[src/rtl/shift_unit_pkg.sv]
// Shared types and constants for the iterative shift unit.
// Op encoding matches the upstream decoder; state type is used by shift_unit.
package shift_unit_pkg;

    localparam int SHAMT_W = 5;

    typedef enum logic [1:0] {
        OP_SLL = 2'b00,
        OP_SRL = 2'b01,
        OP_SRA = 2'b10,
        OP_ROR = 2'b11
    } shift_op_t;

    typedef enum logic [1:0] {
        ST_IDLE  = 2'b00,
        ST_SHIFT = 2'b01,
        ST_DONE  = 2'b10
    } shift_state_t;

endpackage

[src/rtl/shift_unit.sv]
// Iterative one-bit-per-cycle shifter: SLL/SRL/SRA/ROR by shamt_in[4:0].
//
// state    | meaning
// ---------+---------------------------------------------------------
// ST_IDLE  | waiting for start; result holds the last operation value
// ST_SHIFT | one bit shifted per edge until the down-counter hits 0
// ST_DONE  | single-cycle completion, done asserted
module shift_unit
    import shift_unit_pkg::*;
(
    input  logic        clk,
    input  logic        reset,
    input  logic        start,
    input  logic [1:0]  op,
    input  logic [31:0] data_in,
    input  logic [31:0] shamt_in,
    output logic [31:0] result,
    output logic        busy,
    output logic        done
);

    shift_state_t        state_q, state_d;
    shift_op_t           op_q, op_d;
    logic [31:0]         sreg_q, sreg_d;
    logic [SHAMT_W-1:0]  cnt_q, cnt_d;

    // Upper shift-amount bits are deliberately discarded; the count is mod 32.
    logic unused_shamt_hi;
    assign unused_shamt_hi = |shamt_in[31:SHAMT_W];

    function automatic logic [31:0] shift_one(input shift_op_t op_sel, input logic [31:0] v);
        shift_one = v;
        case (op_sel)
            OP_SLL: shift_one = {v[30:0], 1'b0};
            OP_SRL: shift_one = {1'b0, v[31:1]};
            OP_SRA: shift_one = {v[31], v[31:1]};
            OP_ROR: shift_one = {v[0], v[31:1]};
            default: shift_one = v;
        endcase
    endfunction

    always_ff @(posedge clk) begin
        if (!reset) begin
            state_q <= ST_IDLE;
            op_q    <= OP_SLL;
            sreg_q  <= '0;
            cnt_q   <= '0;
        end else begin
            state_q <= state_d;
            op_q    <= op_d;
            sreg_q  <= sreg_d;
            cnt_q   <= cnt_d;
        end
    end

    always_comb begin
        state_d = state_q;
        op_d    = op_q;
        sreg_d  = sreg_q;
        cnt_d   = cnt_q;
        case (state_q)
            ST_IDLE: begin
                if (start) begin
                    sreg_d  = data_in;
                    cnt_d   = shamt_in[SHAMT_W-1:0];
                    op_d    = shift_op_t'(op);
                    state_d = ST_SHIFT;
                end
            end
            ST_SHIFT: begin
                if (cnt_q != '0) begin
                    sreg_d = shift_one(op_q, sreg_q);
                    cnt_d  = cnt_q - SHAMT_W'(1);
                end else begin
                    state_d = ST_DONE;
                end
            end
            ST_DONE: begin
                state_d = ST_IDLE;
            end
            default: begin
                state_d = ST_IDLE;
            end
        endcase
    end

    assign result = sreg_q;
    assign busy   = (state_q != ST_IDLE);
    assign done   = (state_q == ST_DONE);

endmodule
[config.mk]
export PLATFORM = sky130hd
export DESIGN_NAME = shift_unit
export DESIGN_NICKNAME = d
export VERILOG_FILES = /design/src/rtl/shift_unit_pkg.sv /design/src/rtl/shift_unit.sv
export SDC_FILE = /design/constraint.sdc
export NUM_CORES = 1
export LEC_CHECK = 0
export ABC_AREA = 1
export BUFFER_PORTS_ARGS = -buffer_cell sky130_fd_sc_hd__buf_2
export CELL_PAD_IN_SITES_DETAIL_PLACEMENT = 1
export CELL_PAD_IN_SITES_GLOBAL_PLACEMENT = 1
export CORE_ASPECT_RATIO = 2
export CORE_MARGIN = 2
export CORE_UTILIZATION = 34
export DETAILED_ROUTE_END_ITERATION = 10
export PLACE_DENSITY_LB_ADDON = 0.08
export SYNTH_ARGS = -nofsm -noshare
export SYNTH_HDL_FRONTEND = slang
export SYNTH_SLANG_ARGS = --single-unit
[constraint.sdc]
create_clock -name clk -period 4.16 [get_ports clk]
set_input_delay 0.416 -clock clk [delete_from_list [all_inputs] [get_ports clk]]
set_output_delay 0.416 -clock clk [all_outputs]
set_load 0.01 [all_outputs]
Yosys cells after proc, flatten, opt, wreduce, memory -nomap -nowiden --
Cells that the tools add are included.
Storage, ports and cells: register bits after elaboration 41, latch bits 0, memory bits (writable) 0, bits in read-only memories 0, output and inout port bits 34, word-level logic and storage cells 34, memories 0
Operators by class: add/sub/neg operators 1, $mul 0, div/mod/pow operators 0, magnitude comparators 0, equality and inequality tests 9, shifts and indexed selects 0, mux-type cells 10, bitwise logic cells 0, reduce and logical (&&, ||, !) cells 9
Operators by type and width (count):
- 32-bit one-hot mux with 4 select lines | 1
- 32-bit two-way mux | 2
- 32-bit one-hot mux with 2 select lines | 1
- 5-bit two-way mux | 2
- 5-bit one-hot mux with 2 select lines | 1
- 2-bit inequality test, second input constant | 4
- 2-bit == test, second input constant | 3
- 5-bit nonzero test | 1
- 5-bit by 1-bit subtractor with 5-bit output, second input constant | 1
- 2-bit by 1-bit == test with 1-bit output, second input constant | 2
- 2-bit logical NOT | 2
- 2-bit two-way mux | 2
- 2-bit one-hot mux with 2 select lines | 1
- 2-bit AND reduction | 2
- 4-bit AND reduction | 1
- 2-bit nonzero test | 2
- 3-bit AND reduction | 1

Depth between registers and ports, before layout --
depth after elaboration 4, mapped depth 10, mapped depth without buffers 9

Worst setup path before layout --
Ideal clock, no wire load.
path kind register to register, from reg cnt_q[0], to reg sreg_q[17], in the netlist result[17], arrival 1.290 ns, path slack 2.757 ns, cell stages (with the launch flop) 10, clock period less this slack 1.403 ns, path through dfxtp_1 > inv_1 > ha_1 > nand3_1 > nand2_1 > nand2_4 > buf_6 > buf_6 > nand3_2 > nand2_1
On the way: word-level cells in the longest chain between the ends 3
RTL lines:
- start, declared | RTL line shift_unit.sv:25 | logic [SHAMT_W-1:0] cnt_q, cnt_d;
- start signal, assigned | RTL line shift_unit.sv:52 | cnt_q <= cnt_d;
- 5-bit nonzero test | RTL line shift_unit.sv:71 | if (cnt_q != '0) begin
- 2-bit inequality test (no line)
- 3-bit AND reduction (no line)
- end signal, assigned | RTL line shift_unit.sv:51 | sreg_q <= sreg_d;
- end, declared | RTL line shift_unit.sv:24 | logic [31:0] sreg_q, sreg_d;
Every way passes these cells. A chain may end at the register's enable or synchronous reset.

Worst setup path in the final report --
from reg state_q[0], to reg sreg_q[11], in the netlist result[11]
On the way: word-level cells in the longest chain between the ends 3, elaborated cells between the ends (all ways) 7, those cells by class eq/ne: 3; mux: 1; reduce/logical: 3
RTL lines:
- start, declared | RTL line shift_unit.sv:22 | shift_state_t state_q, state_d;
- start signal, assigned | RTL line shift_unit.sv:49 | state_q <= state_d;
- 2-bit by 1-bit == test with 1-bit output or 2-bit logical NOT (tied branches) | RTL line shift_unit.sv:61 | case (state_q)
- 2-bit inequality test (no line) or 2-bit nonzero test (tied branches)
- 3-bit AND reduction (no line)
Parallel ways exist; a longest one is shown, timed or not.

==> summary.md <==
| Metric | Value |
|---|---|
| First-pass DRT Iterations | `4` |
| CP Capture Type | `flip-flop` |
| WL final | `7.47 mm` |
| Max-slew violations | `0` |
| Core footprint | `7210 um2` |
| Final Core Density | `41.8%` |
| Syn avg cell area | `5.97 um2` |
| Startpoint types | `flip-flop` |
| Via/cell ratio | `4.72` |
| R2R depth | `7` |
| Final Hold Vio Count | `0` |
| CTS tree | `built` |
| Antenna cells | `0` |
| Hold-fix buffers, CTS | `0` |
| CP required | `4.33 ns` |
| Max-cap violation count | `0` |
| Unrepaired setup endpoints after global routing | `no` |
| Cell area after synthesis | `2530 um2` |
| Leakage power total | `1.77 nW` |
| Area of the die | `8190 um2` |
| H-tree levels | `2` |
| CTS Root Cell | `clkbuf_16` |
| Syn. warnings | `0` |
| Critical path type | `reg2reg` |
| Clock-pin slew on the worst setup and hold paths | `0.06 ns` |
| Count of state elements after synthesis | `41` |
| Worst Hold End | `result[0]` |
| # rows | `44` |
| DP HPWL | `4.98 mm` |
| First-pass GRT wire length | `12.1 mm` |
| Crit path time final | `2.34 ns` |
| Largest area contributor in the netlist | `nand2_1` |
| Die H | `126 um` |
| Initial core utilization | `35.1%` |
| Clock sink count | `41` |
| Overall Global Routing Usage | `18.8%` |
| Final Skew | `0.00317 ns` |
| I/O pin count | `103` |
| Routability cong. | `0.718` |
| Antenna Violating Nets Remaining | `0` |
| Min-Delay Path Depth | `5` |
| Area growth syn-to-layout | `19.0%` |
| Port-buffer cells | `75` |
| DP Worst Slack | `1.76 ns` |
| VDD IR max | `0.282 mV` |
| Slew HR | `36.2%` |
| CP arrival | `2.52 ns` |
| Worst Tran Pin Value | `0.956 ns` |
| DRC errors left | `0` |
| Layout cells sized above 1 | `20.9%` |
| Endpoints failing setup | `0` |
| Max frequency | `427 MHz` |
| R2r setup slk | `1.82 ns` |
| Status | `completed` |
| Grt ovf | `0` |
| Via count | `2717` |
| Hold Path Origin | `data_in[0]` |
| Largest net degree at the start of global routing | `40` |
| Reg2Reg Launch Point | `state_q[0]` |
| CTS Buf Count | `5` |
| Iter 0 DRT Violations | `128` |
| Post-route setup slack | `1.82 ns` |
| Clk buf depth | `2` |
| Crit share post-route | `56.4%` |
| Power Dens Cells | `458 nW/um2` |
| Routed WL per cell | `13.0 um` |
| Worst R2R End | `result[11]` |
| Post-synthesis sequential area ratio | `32.4%` |
| Setup Buffers After CTS | `0` |
| Vias in the first global route | `2694` |
| Post-cts sizing count | `0` |
| Design Power | `1.38 mW` |
| Final-stage net count | `554` |
| Yosys cell types | `20` |
| Hold Crit Class | `in2reg` |
| Synth top area cells | `nand2_1 (33%), dfxtp_1 (32%), nand3_1 (10%)` |
| Synthesized net count | `494` |
| Post-Synthesis Cells | `424` |
| Setup_tns | `0 ns` |
| Clock Latency Late Sink | `0.28 ns` |
| Antenna violations before repair | `0` |
| Die outline width | `65.0 um` |
| CP Max Fanout | `38` |
| Post-synth top area share | `33.4%` |
==> how the worst max path moves through the flow <==
stage,start,to,slack [ns]
floorplan,cnt_q[0],result[17],2.76
global placement,state_q[0],result[14],1.79
detailed placement,state_q[0],result[11],1.76
CTS,state_q[0],result[11],1.73
global route,state_q[0],result[5],1.56
finish,state_q[0],result[11],1.82
==> placed cells by master (no fill, tap or decap), drive strengths merged <==
master	instances
nor2	14
nand3	64
ha	1
inv	44
clkbuf	7
o21ai	7
a21oi	3
dfxtp	41
nand2	226
buf	76
nand4	1
==> cell type report <==
class / instances / area, um2
Tap cell: 92 / 115
Fill cell: 1046 / 4200
Timing Repair Buffer: 76 / 383
Multi-Input combinational cell: 316 / 1390
Inverter: 44 / 165
Clock buffer: 7 / 143
Sequential cell: 41 / 821
==> layer usage <==
layer	part of all wire (%)	vias up	track usage, %
li1	-	1400	-
met1	40	1256	20.5
met2	53	54	34.9
met3	4.7	7	3.93
met4	1.5	0	6.25
met5	0	-	0
==> flip-flops by register name (all words and copies together) (netlist names) <==
register / count
op_q: 2
state_q: 2
result: 32
cnt_q: 5
==> power by group <==
part | switching, mW | leakage, nW | internal (mW)
logic | 0.322 | 1.36 | 0.161
registers | 0.0507 | 0.337 | 0.453
clock network | 0.157 | 0.0700 | 0.236
==> critical path, cell delays in order, from the launching register on <==
cell and delay [ns]:
dfxtp_1 0.38, inv_2 0.08, nor2_4 0.68, nand2_1 0.26, nand2_4 0.43, nor2_8 0.20, nand2_1 0.11, nand2_1 0.06
==> kinds of logic after synthesis <==
| kind of cell | after synthesis | synth area share (%) |
|---|---|---|
| AO/OA/AOI/OAI | 10 | 2.13 |
| adder cells (fa/ha/maj) | 1 | 0.494 |
| buffers and inverters | 67 | 13.0 |
| flip-flops | 41 | 32.4 |
| AND/OR/NAND/NOR | 305 | 52.0 |
==> synth_stat cells (all sizes together) <==
library cell  number
a21oi              3
buf               23
dfxtp             41
ha                 1
inv               44
nand2            226
nand3             64
nand4              1
nor2              14
o21ai              7
==> through the flow <==
step / area (um2) / cells / hold slack [ns]
3_5_place_dp: 2870 / 569 / 0.462
5_1_grt: 3010 / 576 / 0.444
2_1_floorplan: 2530 / 424 / 0.443
6_report: 3010 / 576 / 0.417
4_1_cts: 3010 / 576 / 0.412
3_3_place_gp: 2870 / 569 / 0.452
Power figures use the tool's default switching activity.
